--- src/rtl/lc3b_mem_pkg.sv ---
// Shared types and constants for the LC-3b memory arbiter.
package lc3b_mem_pkg;

    // Arbiter FSM states; the encoding is visible on the debug state port.
    typedef enum logic [1:0] {
        ST_IDLE    = 2'd0,
        ST_ACCESS  = 2'd1,
        ST_RECOVER = 2'd2
    } state_t;

    // Owner of the access currently in flight (also used as last-grant tag).
    typedef enum logic {
        OWN_CPU = 1'b0,
        OWN_DMA = 1'b1
    } owner_t;

    // Byte-enable patterns for the 16-bit memory word.
    localparam logic [1:0] BE_WORD = 2'b11;
    localparam logic [1:0] BE_LO   = 2'b01;
    localparam logic [1:0] BE_HI   = 2'b10;
    localparam logic [1:0] BE_NONE = 2'b00;

    // Cycles from grant to completion pulse (legal range 2..15).
    localparam int DEFAULT_LATENCY = 5;

    // Width of the access down-counter; holds LATENCY-1 up to 14.
    localparam int CNT_W = 4;

    // Byte-lane enable for a byte access at the given address LSB.
    function automatic logic [1:0] byte_be(input logic addr_lsb);
        return addr_lsb ? BE_HI : BE_LO;
    endfunction

endpackage

--- src/rtl/rr_arb2.sv ---
// Two-way round-robin picker: bit 0 is the CPU, bit 1 is the DMA engine.
// When both request, the one that was not granted last wins.
module rr_arb2 (
    input  logic [1:0] req_i,
    input  logic       last_dma_i,
    output logic [1:0] gnt_o
);

    // One-hot grant; a lone requester always wins, a tie goes to the other side.
    always_comb begin
        gnt_o = 2'b00;
        if (req_i == 2'b11) begin
            gnt_o = last_dma_i ? 2'b01 : 2'b10;
        end else begin
            gnt_o = req_i;
        end
    end

endmodule

--- src/rtl/mem_arbiter.sv ---
// Shares one fixed-latency memory port between the LC-3b CPU and a DMA engine.
//
// Handshake (both requesters): the requester raises *_req with its command
// fields and keeps them up until it sees its one-cycle completion pulse
// (cpu_r / dma_ack). The command is latched on the grant edge, so later
// changes, including dropping the request, do not affect the access in flight.
// The pulse coincides with the last ACCESS cycle; the following RECOVER
// cycle grants nothing, which gives the requester one cycle to drop *_req
// without the same access being issued again.
module mem_arbiter
    import lc3b_mem_pkg::*;
#(
    parameter int LATENCY = DEFAULT_LATENCY
) (
    input  logic        clk,
    input  logic        rst,

    input  logic        cpu_req,
    input  logic        cpu_we,
    input  logic        cpu_size,
    input  logic [15:0] cpu_addr,
    input  logic [15:0] cpu_wdata,
    output logic        cpu_r,
    output logic [15:0] cpu_rdata,

    input  logic        dma_req,
    input  logic        dma_we,
    input  logic [15:0] dma_addr,
    input  logic [15:0] dma_wdata,
    output logic        dma_ack,
    output logic [15:0] dma_rdata,

    output logic        mem_en,
    output logic        mem_we,
    output logic [14:0] mem_addr,
    output logic [15:0] mem_wdata,
    output logic [1:0]  mem_be,
    input  logic [15:0] mem_rdata,

    output logic [1:0]  dbg_state
);

    localparam logic [CNT_W-1:0] CNT_LOAD = CNT_W'(LATENCY - 1);

    state_t            state_q;
    owner_t            owner_q;
    owner_t            last_q;
    logic              we_q;
    logic              size_q;
    logic [15:0]       addr_q;
    logic [15:0]       wdata_q;
    logic [CNT_W-1:0]  cnt_q;
    logic              cpu_r_q;
    logic              dma_ack_q;
    logic [15:0]       cpu_rdata_q;
    logic [15:0]       dma_rdata_q;

    logic [1:0]        gnt;
    logic              in_access;

    rr_arb2 u_rr (
        .req_i      ({dma_req, cpu_req}),
        .last_dma_i (last_q == OWN_DMA),
        .gnt_o      (gnt)
    );

    // Arbiter FSM: grant in IDLE, count down in ACCESS, one dead cycle in RECOVER.
    always_ff @(posedge clk) begin
        if (rst) begin
            state_q     <= ST_IDLE;
            owner_q     <= OWN_CPU;
            last_q      <= OWN_DMA;
            we_q        <= 1'b0;
            size_q      <= 1'b0;
            addr_q      <= '0;
            wdata_q     <= '0;
            cnt_q       <= '0;
            cpu_r_q     <= 1'b0;
            dma_ack_q   <= 1'b0;
            cpu_rdata_q <= '0;
            dma_rdata_q <= '0;
        end else begin
            cpu_r_q   <= 1'b0;
            dma_ack_q <= 1'b0;
            case (state_q)
                ST_IDLE: begin
                    if (gnt != 2'b00) begin
                        state_q <= ST_ACCESS;
                        cnt_q   <= CNT_LOAD;
                        if (gnt[1]) begin
                            owner_q <= OWN_DMA;
                            last_q  <= OWN_DMA;
                            we_q    <= dma_we;
                            size_q  <= 1'b1;
                            addr_q  <= dma_addr;
                            wdata_q <= dma_wdata;
                        end else begin
                            owner_q <= OWN_CPU;
                            last_q  <= OWN_CPU;
                            we_q    <= cpu_we;
                            size_q  <= cpu_size;
                            addr_q  <= cpu_addr;
                            wdata_q <= cpu_wdata;
                        end
                    end
                end
                ST_ACCESS: begin
                    if (cnt_q != '0) begin
                        cnt_q <= cnt_q - 1'b1;
                    end
                    // Counter reaches 0 next cycle: raise the pulse so it
                    // lines up with the final ACCESS cycle.
                    if (cnt_q == CNT_W'(1)) begin
                        cpu_r_q   <= (owner_q == OWN_CPU);
                        dma_ack_q <= (owner_q == OWN_DMA);
                    end
                    if (cnt_q == '0) begin
                        state_q <= ST_RECOVER;
                        if (!we_q) begin
                            if (owner_q == OWN_DMA) begin
                                dma_rdata_q <= mem_rdata;
                            end else begin
                                cpu_rdata_q <= mem_rdata;
                            end
                        end
                    end
                end
                ST_RECOVER: begin
                    state_q <= ST_IDLE;
                end
                default: begin
                    state_q <= ST_IDLE;
                end
            endcase
        end
    end

    assign in_access = (state_q == ST_ACCESS);

    // Memory port decode from the latched command; everything is zero outside ACCESS.
    always_comb begin
        mem_be    = BE_NONE;
        mem_wdata = '0;
        mem_addr  = '0;
        if (in_access) begin
            mem_addr = addr_q[15:1];
            if (size_q) begin
                mem_be    = BE_WORD;
                mem_wdata = wdata_q;
            end else begin
                mem_be    = byte_be(addr_q[0]);
                mem_wdata = {wdata_q[7:0], wdata_q[7:0]};
            end
        end
    end

    assign mem_en    = in_access;
    assign mem_we    = in_access & we_q;
    assign cpu_r     = cpu_r_q;
    assign dma_ack   = dma_ack_q;
    assign cpu_rdata = cpu_rdata_q;
    assign dma_rdata = dma_rdata_q;
    assign dbg_state = state_q;

endmodule

--- config.mk ---
export PLATFORM = sky130hd
export DESIGN_NAME = mem_arbiter
export DESIGN_NICKNAME = d
export VERILOG_FILES = /design/src/rtl/lc3b_mem_pkg.sv /design/src/rtl/rr_arb2.sv /design/src/rtl/mem_arbiter.sv
export SDC_FILE = /design/constraint.sdc
export NUM_CORES = 1
export LEC_CHECK = 0
export ABC_AREA = 1
export CAP_MARGIN = 20
export CORE_ASPECT_RATIO = 1.75
export CORE_MARGIN = 10
export CORE_UTILIZATION = 35
export DETAILED_ROUTE_END_ITERATION = 8
export PLACE_DENSITY = 0.69
export REMOVE_ABC_BUFFERS = 1
export SETUP_SLACK_MARGIN = 0.3
export SLEW_MARGIN = 0
export SYNTH_ARGS = -nofsm -noshare
export SYNTH_HDL_FRONTEND = slang
export SYNTH_SLANG_ARGS = --single-unit
--- constraint.sdc ---
create_clock -name clk -period 1.54 [get_ports clk]
set_input_delay 0.308 -clock clk [delete_from_list [all_inputs] [get_ports clk]]
set_output_delay 0.308 -clock clk [all_outputs]
set_load 0.02 [all_outputs]
* Word level (Yosys, flattened, before mapping)
Cells that the tools add are included.
Storage, ports and cells: bits in registers 76, output and inout port bits 71, word-level logic and storage cells 54
Operators by class: add/sub/neg operators 1, eq/ne operators 6, muxes and demuxes 19, bitwise operators 5, reduce and logical (&&, ||, !) cells 11
Operator list (number):
- 2-to-1 mux 16 bit | 4
- 2-to-1 mux 15 bit | 1
- 2-to-1 mux 2 bit | 7
- 2-to-1 mux 4 bit | 2
- one-hot mux 4 bit (2 select lines) | 1
- AND reduction 4 bit | 2
- == test 4 x 1 -> 1 bit (second input constant) | 1
- zero test 4 bit | 1
- inequality test 2 x 1 -> 1 bit (second input constant) | 2
- NOT 1 bit | 4
- one-hot mux 2 bit (2 select lines) | 1
- AND reduction 2 bit | 2
- nonzero test 2 bit | 2
- nonzero test 4 bit | 1
- subtractor 4 x 1 -> 4 bit (second input constant) | 1
- 2-to-1 mux 1 bit | 3
- AND reduction 3 bit | 1
- OR reduction 3 bit | 1
- == test 2 x 1 -> 1 bit (second input constant) | 1
- == test 2 bit (second input constant) | 1
- zero test 2 bit | 1
- inequality test 2 bit (second input constant) | 1
- bitwise AND 1 bit | 1

* Logic depth before layout (Yosys ltp)
Gate-level depths: netlist (run 1).
depth after elaboration 5, gate-level depth with buffers 8, mapped depth without buffers 8

* Hierarchy
A second synthesis (run 1) with hierarchy kept.
Second synthesis, totals: cell total of the unflattened synthesis 508, area, all modules 3515.9 µm²
Modules (own cells, without submodules):
- mem_arbiter | instances 1, cells each 503, area an instance 3494.6 µm²
- rr_arb2 | instances 1, cells each 5, area an instance 21.3 µm²

* Worst setup path after synthesis (run 1)
OpenSTA, ideal clock, no wires.
path type reg2out, from register state_q[0], in the netlist dbg_state[0], to output mem_wdata[10], arrival time 1.405 ns, data required time 1.232 ns, slack -0.173 ns, cell stages (with the launch flop) 6, path buffers 1, cells stage by stage dfxtp_1 nand2_4 inv_2 buf_2 o21ai_0 a21oi_1
Between the ends: word-level cells in the longest chain between the ends 2
RTL lines:
- start, declared | RTL line mem_arbiter.sv:45 | state_t state_q;
- start signal, assigned | RTL line mem_arbiter.sv:70 | state_q <= ST_IDLE;
- start signal, assigned | RTL line mem_arbiter.sv:88 | state_q <= ST_ACCESS;
- start signal, assigned | RTL line mem_arbiter.sv:118 | state_q <= ST_RECOVER;
- == test 2 x 1 -> 1 bit | RTL line mem_arbiter.sv:138 | assign in_access = (state_q == ST_ACCESS);
- via mem_en | RTL line mem_arbiter.sv:33 | output logic mem_en,
- 2-to-1 mux 16 bit | RTL line mem_arbiter.sv:145 | if (in_access) begin
- end, declared | RTL line mem_arbiter.sv:36 | output logic [15:0] mem_wdata,
The timed path passes the listed nets, and every way through them passes these cells.

* Worst setup path in the final report (run 1)
from register state_q[1], in the netlist dbg_state[1], to output mem_wdata[11]
Between the ends: word-level cells in the longest chain between the ends 2
RTL lines (RTL line):
- == test 2 x 1 -> 1 bit | mem_arbiter.sv:138
- 2-to-1 mux 16 bit | mem_arbiter.sv:145
No other way between the ends.

==> results of run 1 <==
-- power groups by stage --
stage	clock, µW	sequential [µW]	combinational [µW]
after CTS	2440	2370	2730
after floorplan	0	2520	1000
after detailed placement	0	2410	2240
after global routing	2530	2420	3520
after global placement	0	2400	2200
final	2410	2400	3310
-- kinds of logic after synthesis --
kind of cell / synth area share (%)
DFF: 43.76
buffers and inverters: 12.49
adders and majority gates: 0.7196
and+or+nand+nor: 28.28
AOI/OAI and AO/OA: 14.75
-- flip-flops by register name, summed over array words and instances (netlist names) --
signal and flops:
addr_q 16, cpu_rdata 16, dma_rdata 16, wdata_q 16
cnt_q 4, dbg_state 2, cpu_r 1, dma_ack 1
last_q 1, owner_q 1, size_q 1, we_q 1
-- layer usage --
| layer | vias to the layer above | GRT usage [%] | routed length (µm) |
|---|---|---|---|
| li1 | 2000 | - | - |
| met5 | - | 0 | 0 |
| met4 | 0 | 7.880 | 483 |
| met2 | 165 | 33.34 | 8117 |
| met3 | 35 | 5.279 | 1035 |
| met1 | 1973 | 17.73 | 5147 |
-- per-stage QoR --
step	setup WS (ns)	area, µm²	hold WS, ns	std cells
floorplan	-0.3574	3332	0.3771	469
global placement	-0.2825	5325	0.4449	778
detailed placement	-0.3404	5325	0.4571	778
CTS	-0.1335	6085	0.4647	818
global route	-0.1450	6769	0.4745	833
finish	-0.1011	6769	0.4706	833
-- critical path: stages, from the launching register on --
cell and delay, ns:
dfxtp_2 0.33, inv_4 0.07, nand2_8 0.08, inv_8 0.08, buf_6 0.09, o21ai_2 0.04, a21oi_2 0.16, buf_6 0.15
-- cell type report --
| class | instances | area, µm² |
|---|---|---|
| inverters | 77 | 301.5 |
| clock inverters | 6 | 111.4 |
| repair buffers | 219 | 2248 |
| well taps | 125 | 156.4 |
| repair inverters | 1 | 8.758 |
| clock buffers | 10 | 229.0 |
| fillers | 802 | 3020 |
| flip-flops and latches | 76 | 1529 |
| multi-input cells | 319 | 2185 |
-- cells in the mapped netlist --
master / count / area share [%]
ha_1: 2 / 0.72
o22ai_1: 33 / 5.9
nor2_8: 2 / 1.2
clkbuf_2: 1 / 0.14
inv_2: 2 / 0.22
nor2_1: 91 / 9.8
buf_6: 2 / 0.65
or2_1: 1 / 0.18
nand2_2: 1 / 0.18
nand3_1: 4 / 0.58
clkbuf_1: 8 / 0.86
o21ai_0: 23 / 3.3
nand2_4: 2 / 0.65
nor2_4: 2 / 0.65
nand2_1: 80 / 8.6
nand4_1: 2 / 0.36
buf_4: 3 / 0.65
a21oi_1: 15 / 2.2
o21ai_1: 20 / 2.9
nand3_4: 2 / 1.0
nor3_1: 34 / 4.9
dfxtp_1: 76 / 44
nor2_2: 1 / 0.18
o21ai_4: 1 / 0.47
buf_2: 13 / 1.9
inv_1: 75 / 8.1
-- what timing repair did --
item | in CTS | in global routing
cloned | 9 | 5
pin swaps | 32 | 34
buffers inserted | 15 | 10
setup endpoints to repair | 142 | 119
resized for setup | 395 | 136
-- how the worst max path moves through the flow --
stage                     depth (start not counted)            end         start
final                                             7  mem_wdata[11]  dbg_state[1]
after global routing                              7  mem_wdata[11]  dbg_state[1]
after CTS                                         7  mem_wdata[11]  dbg_state[1]
after detailed placement                          6   mem_wdata[9]  dbg_state[1]
after global placement                            6   mem_wdata[9]  dbg_state[1]
after floorplan                                   5         size_q        last_q
==> metrics.txt, run 1 <==
Rel. slew slack=77.30%; drt wl/cell=17.75 µm; commonest non-fill, non-tap cells in the layout=nor2_1, clkdlybuf4s50_1, dfxtp_1; Routed WL=14780 µm; PortBufs=157; Post-Route Utilization=69.15%; # H-tree levels=3; I/O Pins=158; routability congestion estimate=0.7702; Post-Syn Area=3477 µm²; commonest non-fill, non-tap cell in the layout=nor2_1; synth warn=0; unrepaired setup endpoints after global routing=yes; WS Path Type=reg -> out; CTS Root Cell=clkbuf_16; outcome=finished, violations left; Leakage=0.003093 µW; Cells after Synth=496; Crit Path Max Fanout=5; crit end category=primary output; Nets=792; Num CTS Buffers=9; final setup vio count=30; Max Cap Viol=0; routed vias=4173; Remaining DRCs=0; first-pass GRT wire length=21090 µm; Unique masters post-synth=26; cell internal pwr=5347 µW; Clock Sinks=76; DPL Wire Length=8896 µm; Slew @ Worst Pin=0.3397 ns; failing checks=setup timing; largest net degree at the start of global routing=47; initial antenna violation count=0; Tightest Hold Check Type=reg -> reg; worst-case reg-to-reg path depth=10; Worst EP required=1.23 ns; Max IR drop VDD=0.0006849 V; crit share post-route=106.6%; PD cells=1200 nW/µm²; GR Util All Layers=18.14%; Starting Density=35.52%; full die area=14480 µm²; Arrival @ worst endpoint=1.33 ns; Setup Skew=0.005438 ns; cell row count=48; Area Growth Syn to Fin=94.67%; final setup TNS=-0.8193 ns; Net Sw Power=2775 µW; Vias/cell=5.010; chip width=95.35 µm; switching share of power=34.17%; clk_lat worst skew=0.33 ns; Mapped Avg Cell Area=7.010 µm²; Hold Path Sink=cnt_q[0]; Die Height=151.9 µm; share of cells above drive strength 1=40.25%; post-synthesis sequential area ratio=43.76%; Final min period=1.641 ns; TritonCTS clock tree=built; final hold vios=0; Seq cells post-synth=76; FF-to-FF Start=dbg_state[1]; Seq pwr share=29.5%; R2R setup slack=0.04 ns; CTS Buffer Depth=2; Logic pwr share=40.8%; vias in the first global route=4313; Post-CTS Hold Buffers=0; f_max=609.4 MHz; 1st-iter DRT viols=109; global route overflow=0; Reg clk slew, reported paths=0.06 ns; antenna viol nets, final=0; Hold Crit Depth=1; worst reg2reg path endpoint=addr_q[4]; Diodes inserted=0; Placeable Area=9789 µm²; Setup crit start kind=flip-flop; Design Power=8122 µW; Clock power frac=29.7%; DR pass1 iterations=4; Min-Delay Startpoint=cnt_q[0]; Max Slew Vio Count=0; final worst setup slack=-0.1011 ns
(Power assumes the default switching activity.)
==> inputs of run 2 (changes only) <==
==> constraint.sdc (replaced) <==
create_clock -name clk -period 1.54 [get_ports clk]
set_input_delay 0.462 -clock clk [delete_from_list [all_inputs] [get_ports clk]]
set_output_delay 0.462 -clock clk [all_outputs]
set_load 0.02 [all_outputs]
==> run 2 against run 1 <==
The run still ends with setup timing left. Wire length is 1.2% higher. First-iteration DRC count is 16% higher. Non-clock buffer count is 31 higher. Sequential cell count stayed put. Setup slack worse by 0.12 ns. Die area stayed put. Register-to-register slack worse by 0.11 ns. Global-route usage is 0.25 points higher. Critical endpoint unchanged.
==> metrics.txt, run 2 (same netlist as run 1, synthesis figures left out) <==
final setup vio count=41 (was 30); clk_lat worst skew=0.33 ns (about the same); register area=1570 µm² (was 1529 µm²); Remaining DRCs=0 (unchanged); cell-by-cell trace of the critical path=inv_4 > nand2_8 > inv_8 > buf_6 > o21ai_4 > a21oi_2 > buf_6 (was inv_4 > nand2_8 > inv_8 > buf_6 > o21ai_2 > a21oi_2 > buf_6); final setup TNS=-5.809 ns (was -0.8193 ns); # H-tree levels=3 (unchanged); Post-Layout Cell Count=862 (was 833); Setup crit start kind=flip-flop (unchanged); multi-input combinational cell area=2282 µm² (was 2185 µm²); Crit path buffers/inverters=4 (unchanged); CP top delay family=buffers and inverters (unchanged); top sig layer=met4 (unchanged); final worst setup slack=-0.2237 ns (was -0.1011 ns); Die Height=151.9 µm (unchanged); WS Path Type=reg -> out (unchanged); Vias/cell=4.941 (was 5.010); share of cells above drive strength 1=48.85% (was 40.25%); Placeable Area=9789 µm² (unchanged); routed vias=4259 (was 4173); commonest non-fill, non-tap cells in the layout=nor2_1, clkdlybuf4s50_1, buf_4 (was nor2_1, clkdlybuf4s50_1, dfxtp_1); met2 routed WL=8320 µm (was 8117 µm); global route overflow=0 (unchanged); commonest non-fill, non-tap cell in the layout=nor2_1 (unchanged); drt wl/cell=17.35 µm (was 17.75 µm); largest net degree at the start of global routing=47 (unchanged); Rel. slew slack=74.41% (was 77.30%); placed instance count=783 (was 778); DPL Wire Length=8818 µm (was 8896 µm); Worst EP required=1.08 ns (was 1.23 ns); crit share post-route=114.5% (was 106.6%); initial antenna violation count=0 (unchanged); Diodes inserted=0 (unchanged); full die area=14480 µm² (unchanged); cell row count=48 (unchanged); crit end category=primary output (unchanged); Post-CTS Hold Buffers=0 (unchanged); Starting Density=35.52% (unchanged); I/O Pins=158 (unchanged); Max Cap Viol=0 (unchanged); Min Hold Slack=0.4593 ns (was 0.4706 ns); PD cells=1104 nW/µm² (was 1200 nW/µm²); chip width=95.35 µm (unchanged); final hold vios=0 (unchanged); slowest cell delay on critical path=0.33 ns (about the same); Area Growth Syn to Fin=109.0% (was 94.67%); f_max=567.0 MHz (was 609.4 MHz); Reg clk slew, reported paths=0.06 ns (about the same); Post-Route M1 WL=5325 µm (was 5147 µm); Tightest Hold Check Type=reg -> reg (unchanged); routability congestion estimate=0.7685 (was 0.7702); TritonCTS clock tree=built (unchanged); antenna viol nets, final=0 (unchanged); Arrival @ worst endpoint=1.30 ns (was 1.33 ns); Clock Sinks=76 (unchanged); unrepaired setup endpoints after global routing=yes (unchanged); Max IR drop VDD=0.0006784 V (was 0.0006849 V); GR Util All Layers=18.39% (was 18.14%); slowest CP cell=dfxtp_2 (unchanged); cell mode on critical path=buf_6 (unchanged); Leakage=0.003305 µW (was 0.003093 µW); worst-case reg-to-reg path depth=11 (was 10); Hold Crit Depth=1 (unchanged); Slew @ Worst Pin=0.3809 ns (was 0.3397 ns); failing checks=setup timing (unchanged); vias in the first global route=4282 (was 4313); Final min period=1.764 ns (was 1.641 ns); Nets=822 (was 792); Max Slew Vio Count=0 (unchanged); DR pass1 iterations=4 (unchanged); Setup Skew=0.005754 ns (was 0.005438 ns); Num CTS Buffers=9 (unchanged); CTS Root Cell=clkbuf_16 (unchanged); Crit Path Max Fanout=5 (unchanged); Design Power=8021 µW (was 8122 µW); PortBufs=157 (unchanged); CTS Buffer Depth=2 (unchanged); DR WL met3=955 µm (was 1035 µm); outcome=finished, violations left (unchanged); WP depth=7 (unchanged); 1st-iter DRT viols=126 (was 109); first-pass GRT wire length=21210 µm (was 21090 µm); Routed WL=14950 µm (was 14780 µm); fillcell total=724 (was 802)
-- run 2: cell type report --
type	count	share of cell area [%]
timing repair buffer	250	36.88
multi-input combinational	318	31.40
sequential	76	21.61
inverter	77	4.115
clock buffer	10	3.289
tap	125	2.152
clock inverter	5	0.3960
timing repair inverter	1	0.1550
-- run 2: metrics by stage --
stage,worst slack [ns],cell area (µm²),utilization [%]
floorplan,-0.5086,3332,-
global placement,-0.4406,5363,54.78
detailed placement,-0.4828,5363,54.78
CTS,-0.2622,6427,65.66
global route,-0.2930,7267,74.23
finish,-0.2237,7267,74.23
-- run 2: report_power, final --
part	switching [µW]	internal, µW
Clock	782	1120
Sequential	171	2260
Combinational	1900	1790
-- run 2: path summary, 6_finish.rpt --
kind,from,endpoint,slack [ns]
max reg2reg,dbg_state[1],dma_rdata[0],-0.07
max,dbg_state[1],mem_wdata[11],-0.22
min,cnt_q[0],cnt_q[0],0.46
min reg2reg,cnt_q[0],cnt_q[0],0.46
-- run 2: routing by layer --
metal | track usage [%] | vias up
met5 | 0 | -
met4 | 7.450 | 0
met3 | 4.736 | 25
met2 | 34.42 | 164
met1 | 17.99 | 2012
li1 | - | 2058
-- run 2: what timing repair did --
action,CTS,global route
pin swaps,15,43
buffers inserted,19,34
setup endpoints to repair,146,144
gates resized for setup,534,131
gates cloned,11,0
==> inputs of run 3 (changes only) <==
==> constraint.sdc (replaced) <==
create_clock -name clk -period 2.1 [get_ports clk]
set_input_delay 0.63 -clock clk [delete_from_list [all_inputs] [get_ports clk]]
set_output_delay 0.63 -clock clk [all_outputs]
set_load 0.02 [all_outputs]
==> run 3 against run 2 <==
The run now ends clean. Setup slack improved by 0.39 ns. Clock power fell by 17%. Combinational power shrank 53%. Die area is the same. Register-to-register slack gained 0.53 ns. Non-clock buffer count shrank 74. Final area down 21%. Utilization is 15 points lower. Largest cell class unchanged. Largest power group is now sequential cells.
==> metrics.txt, run 3 (same netlist as run 1, synthesis figures left out) <==
Remaining DRCs=0 (unchanged); CTS Buffer Depth=2 (unchanged); commonest non-fill, non-tap cell in the layout=clkdlybuf4s50_1 (was nor2_1); Setup crit start kind=flip-flop (unchanged); final hold vios=0 (unchanged); crit end category=primary output (unchanged); Post-CTS Hold Buffers=0 (unchanged); Clock Sinks=76 (unchanged); Routed WL=12110 µm (was 14950 µm); Max Slew Vio Count=0 (unchanged); first-pass GRT wire length=19000 µm (was 21210 µm); Final min period=1.937 ns; chip width=95.35 µm (unchanged); cell row count=48 (unchanged); full die area=14480 µm² (unchanged); global route overflow=0 (unchanged); Nets=745 (was 822); TritonCTS clock tree=built (unchanged); unrepaired setup endpoints after global routing=yes (unchanged); Rel. slew slack=71.06% (was 74.41%); # H-tree levels=3 (unchanged); Placeable Area=9789 µm² (unchanged); initial antenna violation count=0 (unchanged); Area after DPL=5228 µm² (was 5363 µm²); vias in the first global route=3909 (was 4282); outcome=finished, final reports clean (was finished, violations left); Setup Skew=0.007827 ns (was 0.005754 ns); Reg clk slew, reported paths=0.06 ns (about the same); largest net degree at the start of global routing=47 (unchanged); Worst EP required=1.47 ns (was 1.08 ns); Vias/cell=4.763 (was 4.941); final instance area=5777 µm² (was 7267 µm²); CP top delay family=buffers and inverters (unchanged); final setup vio count=0 (was 41); crit share post-route=92.25%; R2R setup slack=0.46 ns (was -0.07 ns); WS Path Type=reg -> out (unchanged); Post-Route Utilization=59.01% (was 74.23%); cell mode on critical path=buf_6 (unchanged); CTS Root Cell=clkbuf_16 (unchanged); Max Cap Viol=0 (unchanged); Area Growth Syn to Fin=66.14% (was 109.0%); Slew @ Worst Pin=0.4336 ns (was 0.3809 ns); Diodes inserted=0 (unchanged); routability congestion estimate=0.7550 (was 0.7685); final worst setup slack=0.1627 ns (was -0.2237 ns); Place WS=-0.05172 ns (was -0.4828 ns); clk_lat worst skew=0.32 ns (was 0.33 ns); DR pass1 iterations=6 (was 4); Max IR drop VDD=0.0004265 V (was 0.0006784 V); share of cells above drive strength 1=17.40% (was 48.85%); f_max=516.2 MHz; Num CTS Buffers=9 (unchanged); routed vias=3744 (was 4259); slowest cell delay on critical path=0.33 ns (about the same); antenna viol nets, final=0 (unchanged); GR Util All Layers=16.26% (was 18.39%); drt wl/cell=15.40 µm (was 17.35 µm); Arrival @ worst endpoint=1.31 ns (was 1.30 ns); Starting Density=35.52% (unchanged); DPL Wire Length=8785 µm (was 8818 µm); 1st-iter DRT viols=128 (was 126); PortBufs=157 (unchanged); I/O Pins=158 (unchanged); commonest non-fill, non-tap cells in the layout=clkdlybuf4s50_1, nand2_1, inv_1, dfxtp_1, nor2_1 (was nor2_1, clkdlybuf4s50_1, buf_4); Tightest Hold Check Type=reg -> reg (unchanged); Crit path buffers/inverters=4 (unchanged); Die Height=151.9 µm (unchanged); PD cells=875.5 nW/µm² (was 1104 nW/µm²); cell-by-cell trace of the critical path=inv_4 > nand2_8 > buf_6 > buf_16 > nor2_2 > buf_6 (was inv_4 > nand2_8 > inv_8 > buf_6 > o21ai_4 > a21oi_2 > buf_6); Crit Path Max Fanout=7 (was 5); Leakage=0.002657 µW (was 0.003305 µW); slowest CP cell=dfxtp_2 (unchanged)
-- run 3: changes by cell type in the layout (fill, tap and decap cells not counted), sizes merged --
cell           change
clkinvlp           +1
inv                -3
buf              -110
clkdlybuf4s50      +3
nor2               -2
bufbuf             -1
dlygate4sd2       +31
clkinv             -2
clkbuf             +5
clkdlybuf4s15      +1
bufinv             +1
-- run 3: area by class of cell --
| type | instances | area, µm² |
|---|---|---|
| Sequential cell | 76 | 1528 |
| Multi-Input combinational cell | 316 | 1679 |
| Inverter | 77 | 307.8 |
| Fill cell | 917 | 4013 |
| Clock buffer | 13 | 270.3 |
| Clock inverter | 3 | 43.79 |
| Timing Repair Buffer | 176 | 1792 |
| Tap cell | 125 | 156.4 |
-- run 3: repair_timing --
| action | CTS | global route |
|---|---|---|
| buffers inserted | 2 | 0 |
| gates cloned | 2 | 1 |
| gates resized for setup | 216 | 73 |
| pin swaps | 0 | 1 |
| setup endpoints to repair | 71 | 37 |
-- run 3: power by group --
part / total (µW) / internal (µW) / switching (µW)
Combinational: 1730 / 714 / 1020
Sequential: 1750 / 1640 / 103
Clock: 1580 / 1020 / 561
Total: 5060 / 3370 / 1680
-- run 3: routing by layer --
layer  GRT usage (%)  wire length (µm)  share of wire [%]
met3           6.315              1142                9.4
met1           16.06              4372                 36
met2           29.20              6405                 53
met5               0                 0                  0
met4           5.874               187                1.5
-- run 3: worst reg2reg max path: stages, from the launching register on --
cell and delay (ns):
dfxtp_1 0.34, inv_1 0.08, ha_1 0.32, nand3_4 0.28, nor2_8 0.33, o21ai_0 0.13, nor2_1 0.09
-- run 3: final timing paths --
check,from,endpoint,depth (start not counted)
max,dbg_state[1],mem_we,6
min,wdata_q[13],wdata_q[13],2
max reg2reg,cnt_q[0],dma_rdata[2],6
min reg2reg,wdata_q[13],wdata_q[13],2
-- run 3: through the flow --
stage / instances / hold slack [ns] / setup TNS, ns / total power, µW
5_1_grt: 786 / 0.4978 / 0 / 5347
3_3_place_gp: 765 / 0.4389 / -0.03974 / 3311
6_report: 786 / 0.4815 / 0 / 5057
3_5_place_dp: 765 / 0.4724 / -0.09033 / 3344
4_1_cts: 785 / 0.4814 / 0 / 4972
2_1_floorplan: 469 / 0.4287 / -0.2285 / 2585
